**src/rtl/fsm4_seq_pkg.sv**
```systemverilog
// Shared types and constants for the fsm4 stimulus sequencer.
// The stored dwell field is SEQ_DWELL_W wide; the top's DWELL_W defaults to it.
package fsm4_seq_pkg;

  localparam int STEPS       = 4;
  localparam int IDX_W       = 2;
  localparam int SEQ_DWELL_W = 8;

  typedef enum logic [1:0] {
    ST_IDLE  = 2'd0,
    ST_APPLY = 2'd1,
    ST_DWELL = 2'd2,
    ST_CHECK = 2'd3
  } state_e;

  typedef struct packed {
    logic [1:0]             sw;
    logic [1:0]             exp_q;
    logic [SEQ_DWELL_W-1:0] dwell;
  } step_t;

endpackage

```
**src/rtl/fsm4_seq_prog.sv**
```systemverilog
// Four-entry step program: synchronous write, combinational read by step index,
// synchronous clear on reset.
module fsm4_seq_prog
  import fsm4_seq_pkg::*;
(
  input  logic                   clk,
  input  logic                   reset,
  input  logic                   we_i,
  input  logic [IDX_W-1:0]       waddr_i,
  input  logic [1:0]             wsw_i,
  input  logic [1:0]             wexp_i,
  input  logic [SEQ_DWELL_W-1:0] wdwell_i,
  input  logic [IDX_W-1:0]       raddr_i,
  output logic [1:0]             rsw_o,
  output logic [1:0]             rexp_o,
  output logic [SEQ_DWELL_W-1:0] rdwell_o
);

  step_t mem_q [STEPS];
  step_t wr_entry_s;
  step_t rd_entry_s;

  assign wr_entry_s = '{sw: wsw_i, exp_q: wexp_i, dwell: wdwell_i};

  // program storage
  always_ff @(posedge clk) begin
    if (reset) begin
      for (int i = 0; i < STEPS; i++) begin
        mem_q[i] <= '0;
      end
    end else if (we_i) begin
      mem_q[waddr_i] <= wr_entry_s;
    end
  end

  assign rd_entry_s = mem_q[raddr_i];
  assign rsw_o      = rd_entry_s.sw;
  assign rexp_o     = rd_entry_s.exp_q;
  assign rdwell_o   = rd_entry_s.dwell;

endmodule

```
**src/rtl/fsm4_sequencer.sv**
```systemverilog
// Plays a stored program of up to four {sw, expect, dwell} steps into the
// 4-state machine and checks its Q at the end of each step.
module fsm4_sequencer
  import fsm4_seq_pkg::*;
#(
  parameter int DWELL_W = SEQ_DWELL_W
) (
  input  logic               clk,
  input  logic               reset,
  input  logic               wr_en,
  input  logic [1:0]         wr_addr,
  input  logic [1:0]         wr_sw,
  input  logic [1:0]         wr_expect,
  input  logic [DWELL_W-1:0] wr_dwell,
  input  logic [1:0]         len,
  input  logic               start,
  input  logic               abort,
  input  logic [1:0]         q_in,
  output logic [1:0]         sw_out,
  output logic               busy,
  output logic               done,
  output logic               err,
  output logic [1:0]         err_step
);

  state_e             state_q, state_d;
  logic [IDX_W-1:0]   idx_q, idx_d;
  logic [IDX_W-1:0]   len_q, len_d;
  logic [DWELL_W-1:0] cnt_q, cnt_d;
  logic [1:0]         sw_q, sw_d;
  logic               busy_q, busy_d;
  logic               done_q, done_d;
  logic               err_q, err_d;
  logic [IDX_W-1:0]   err_step_q, err_step_d;

  logic [1:0]             ent_sw_s;
  logic [1:0]             ent_exp_s;
  logic [SEQ_DWELL_W-1:0] ent_dwell_raw_s;
  logic [DWELL_W-1:0]     ent_dwell_s;

  fsm4_seq_prog u_prog (
    .clk      (clk),
    .reset    (reset),
    .we_i     (wr_en & ~busy_q),
    .waddr_i  (wr_addr),
    .wsw_i    (wr_sw),
    .wexp_i   (wr_expect),
    .wdwell_i (SEQ_DWELL_W'(wr_dwell)),
    .raddr_i  (idx_q),
    .rsw_o    (ent_sw_s),
    .rexp_o   (ent_exp_s),
    .rdwell_o (ent_dwell_raw_s)
  );

  assign ent_dwell_s = DWELL_W'(ent_dwell_raw_s);

  // sequencer state and output registers
  always_ff @(posedge clk) begin
    if (reset) begin
      state_q    <= ST_IDLE;
      idx_q      <= {IDX_W{1'b0}};
      len_q      <= {IDX_W{1'b0}};
      cnt_q      <= {DWELL_W{1'b0}};
      sw_q       <= 2'b00;
      busy_q     <= 1'b0;
      done_q     <= 1'b0;
      err_q      <= 1'b0;
      err_step_q <= {IDX_W{1'b0}};
    end else begin
      state_q    <= state_d;
      idx_q      <= idx_d;
      len_q      <= len_d;
      cnt_q      <= cnt_d;
      sw_q       <= sw_d;
      busy_q     <= busy_d;
      done_q     <= done_d;
      err_q      <= err_d;
      err_step_q <= err_step_d;
    end
  end

  // next-state: abort pre-empts every busy-state transition
  always_comb begin
    state_d    = state_q;
    idx_d      = idx_q;
    len_d      = len_q;
    cnt_d      = cnt_q;
    sw_d       = sw_q;
    busy_d     = busy_q;
    done_d     = 1'b0;
    err_d      = err_q;
    err_step_d = err_step_q;

    if (abort && busy_q) begin
      state_d = ST_IDLE;
      busy_d  = 1'b0;
    end else begin
      case (state_q)
        ST_IDLE: begin
          if (start) begin
            len_d      = len;
            idx_d      = {IDX_W{1'b0}};
            err_d      = 1'b0;
            err_step_d = {IDX_W{1'b0}};
            busy_d     = 1'b1;
            state_d    = ST_APPLY;
          end else begin
            state_d = ST_IDLE;
          end
        end
        ST_APPLY: begin
          sw_d  = ent_sw_s;
          cnt_d = ent_dwell_s;
          if (ent_dwell_s != {DWELL_W{1'b0}}) begin
            state_d = ST_DWELL;
          end else begin
            state_d = ST_CHECK;
          end
        end
        ST_DWELL: begin
          cnt_d = cnt_q - DWELL_W'(1'b1);
          if (cnt_q == DWELL_W'(1'b1)) begin
            state_d = ST_CHECK;
          end else begin
            state_d = ST_DWELL;
          end
        end
        ST_CHECK: begin
          // only the first mismatching step of a run is recorded
          if ((q_in != ent_exp_s) && !err_q) begin
            err_d      = 1'b1;
            err_step_d = idx_q;
          end else begin
            err_d      = err_q;
          end
          if (idx_q == len_q) begin
            busy_d  = 1'b0;
            done_d  = 1'b1;
            state_d = ST_IDLE;
          end else begin
            idx_d   = idx_q + IDX_W'(1'b1);
            state_d = ST_APPLY;
          end
        end
        default: begin
          state_d = ST_IDLE;
          busy_d  = 1'b0;
        end
      endcase
    end
  end

  assign sw_out   = sw_q;
  assign busy     = busy_q;
  assign done     = done_q;
  assign err      = err_q;
  assign err_step = err_step_q;

endmodule

```
**config.mk**
```make
export PLATFORM = sky130hd
export DESIGN_NAME = fsm4_sequencer
export DESIGN_NICKNAME = d
export VERILOG_FILES = /design/src/rtl/fsm4_seq_pkg.sv /design/src/rtl/fsm4_seq_prog.sv /design/src/rtl/fsm4_sequencer.sv
export SDC_FILE = /design/constraint.sdc
export NUM_CORES = 1
export LEC_CHECK = 0
export CAP_MARGIN = 20
export CORE_MARGIN = 2
export CORE_UTILIZATION = 57
export CTS_CLUSTER_DIAMETER = 200
export DETAILED_ROUTE_END_ITERATION = 6
export PLACE_DENSITY = 0.79
export SLEW_MARGIN = 30
export SYNTH_ARGS = -nofsm -noshare
export SYNTH_HDL_FRONTEND = slang
export SYNTH_SLANG_ARGS = --single-unit
```
**constraint.sdc**
```tcl
create_clock -name clk -period 2.2 [get_ports clk]
set_input_delay 0.22 -clock clk [delete_from_list [all_inputs] [get_ports clk]]
set_output_delay 0.22 -clock clk [all_outputs]
set_load 0.05 [all_outputs]
```
==> impl_metrics.json <==
{
  "status": "complete, no violations",
  "post_cts_buffers": 0,
  "cts_inserted_buffers": 9,
  "timing.fmax_mhz": 535,
  "rsz0062_at_grt": "false",
  "row_count": 27,
  "ant_nets": 0,
  "crit_arrival_ns": 2.14,
  "fin_cells": 389,
  "clock_latency_ns": 0.34,
  "dominantRegCellSynth": "edfxtp_1",
  "routed_via_density": 5.70,
  "clk_path_buf_depth": 2,
  "grt_overflow": 0,
  "max_slew_margin_pct": 66.9,
  "power_density_nw_per_um2": 844,
  "max_stage_delay_ns": 0.54,
  "synth_area_per_cell_um2": 12.1,
  "dieArea_um2": 6430,
  "peakVddDrop_mv": 0.386,
  "via_count": 2217,
  "port_buffers": 29,
  "final_hold_viol_count": 0,
  "grt_pass1_wl_mm": 10.8,
  "syn-num-nets": 303,
  "cts_htree_levels": 3,
  "clk_pin_slew_ns": 0.07,
  "drc_errors": 0,
  "antenna_found_initial": 0,
  "cp_max_fo": 10,
  "synth_cell_types": 40,
  "final_util_pct": 70.4,
  "period_needed_ns": 1.87,
  "fin_crit_sh_pct": 85.0,
  "die_h_um": 80.2,
  "antenna_cells": 0,
  "crit_chain": "buf_4 > mux4_2 > nor4_1 > nand4_1 > a21oi_1",
  "gp_congestion": 0.875,
  "clock_skew_ns": 0.0102,
  "p_leak_nw": 1.43,
  "worstSetupStartpointType": "register",
  "cpLargestDelayFamily": "multiplexers",
  "synth_edf_count": 48,
  "yosys-top-cells-area": "edfxtp_1, dfxtp_1, and2_1",
  "mappedNetlistArea_um2": 3310,
  "slowest_stage": "mux4_2",
  "grt_pass1_vias": 2234,
  "synth_top_cell_by_area": "edfxtp_1",
  "setup_tns_ns": 0,
  "cap_violations": 0,
  "drtIter0Drc": 87,
  "wirelength_mm": 6.43,
  "ys_seq_area_share_pct": 57.5,
  "ios": 30,
  "finalMaxSlewViolations": 0,
  "synthCells": 273,
  "cts_tree": "built",
  "ys_async_sr_fraction_pct": 0,
  "post_cts_resized": 0,
  "fp.coreArea_um2": 5540,
  "grt.total_usage_pct": 22.4,
  "final_layout_size_suffix_gt1_share_pct": 13.6,
  "ctsHoldBuffers": 0,
  "yosys_register_bits": 71,
  "hp-class": "register to register",
  "dp.cells": 373,
  "area_delta_synth_final_pct": 17.8,
  "start_util_pct": 59.7,
  "endpoint_kind": "register",
  "worstSetupPathType": "register to register",
  "clockRootBuffer": "clkbuf_8",
  "grt_start_max_net_pins": 23,
  "finalSetupViolations": 0,
  "synth.top_cell.area_share_pct": 43.6,
  "wire_per_inst_um": 16.5,
  "dp_hpwl_mm": 4.57,
  "finalNetCount": 342,
  "dr.pass1.iters": 4,
  "max_slew.worst_pin.slew_ns": 0.494,
  "required_ns": 2.47,
  "cts.sinks": 71,
  "die_w_um": 80.2,
  "ys_warn_count": 0,
  "cp.buffers_inverters": 1
}
synth_stat cells (3+ instances only):
cell,n
a21oi_1,12
o22ai_1,4
mux4_2,12
a211oi_1,5
ha_1,7
dfxtp_1,23
xnor2_1,4
nand3_1,4
or2_2,4
inv_1,10
mux2i_1,3
nor2_1,14
nor3b_1,4
clkbuf_1,11
and2_1,51
o21ai_0,7
edfxtp_1,48
or3_1,3
nand2_1,20
where the power goes:
| group | internal [W] | leakage, nW | switching, W |
|---|---|---|---|
| sequential | 0.00155 | 0.686 | 0.0000916 |
| combinational | 0.000309 | 0.662 | 0.000418 |
| clock | 0.000415 | 0.0793 | 0.000504 |
| total | 0.00228 | 1.43 | 0.00101 |
per-layer routing:
metal	global-route usage [%]	share of wire, %	vias up
li1	-	-	1074
met3	4.72	6.7	11
met2	36.4	49	75
met4	8.47	1.5	0
met5	0	0	-
met1	29.8	43	1057
sequential cells by signal (all words and copies together), names as in the netlist, 2 cells and up, named ones only:
| register | flops |
|---|---|
| cnt_q | 8 |
| err_step | 2 |
| idx_q | 2 |
| len_q | 2 |
| state_q | 2 |
| sw_out | 2 |
| u_prog.mem_q | 48 |
metrics by stage:
stage | worst slack (ns) | hold slack (ns) | instance area, um^2 | power [W]
2_1_floorplan | 0.354 | 0.367 | 3310 | 0.00217
3_3_place_gp | 0.188 | 0.460 | 3730 | 0.00237
3_5_place_dp | 0.0513 | 0.458 | 3730 | 0.00239
4_1_cts | 0.271 | 0.468 | 3900 | 0.00330
5_1_grt | 0.121 | 0.480 | 3900 | 0.00346
6_report | 0.330 | 0.476 | 3900 | 0.00329
worst min-delay path, stage by stage (launching register included):
cell	delay, ns
dfxtp_1	0.32
nand2_1	0.06
a21oi_1	0.05
cell families after synthesis:
family	count (synthesis)	share of synthesized area, %
flip-flops	71	57.5
buffers and inverters	23	2.72
XOR/XNOR	4	1.06
AO/OA/AOI/OAI	42	8.20
multiplexers	15	9.07
AND/OR/NAND/NOR	111	18.8
adder cells (fa/ha/maj)	7	2.65
cell usage in the layout, fill, tap and decap left out, drive strengths merged, types with 2 or more instances in the layout:
cell type and instances:
nor2 14, nor3b 4, a221oi 2, clkinvlp 3
o22ai 4, xnor2 4, clkdlybuf4s50 29, mux2i 3
a31oi 2, o21ai 7, a21oi 12, and3 2
nor4b 2, a22oi 2, inv 12, a211oi 5
buf 12, and2 51, nand2 20, nand3 4
and3b 2, edfxtp 48, or2 4, mux4 12
clkbuf 10, ha 7, dfxtp 23, or3 3
layout make-up:
class,count,area [um^2]
clock buffer,10,128
fill,391,1640
sequential,71,1900
inverter,10,37.5
clock inverter,6,45.0
tap,72,90.1
timing repair buffer,41,380
multi-input combinational,179,1320
final timing paths:
kind                               start  slack, ns                endpoint  cells after the start
setup / recovery                register       0.33   state_q[0]$_SDFF_PP0_                      5
hold / removal    sw_out[1]$_SDFFE_PP0P_       0.48  sw_out[1]$_SDFFE_PP0P_                      2
setup reg to reg                register       0.33   state_q[0]$_SDFF_PP0_                      5
hold reg to reg   sw_out[1]$_SDFFE_PP0P_       0.48  sw_out[1]$_SDFFE_PP0P_                      2
(Power assumes the default switching activity.)
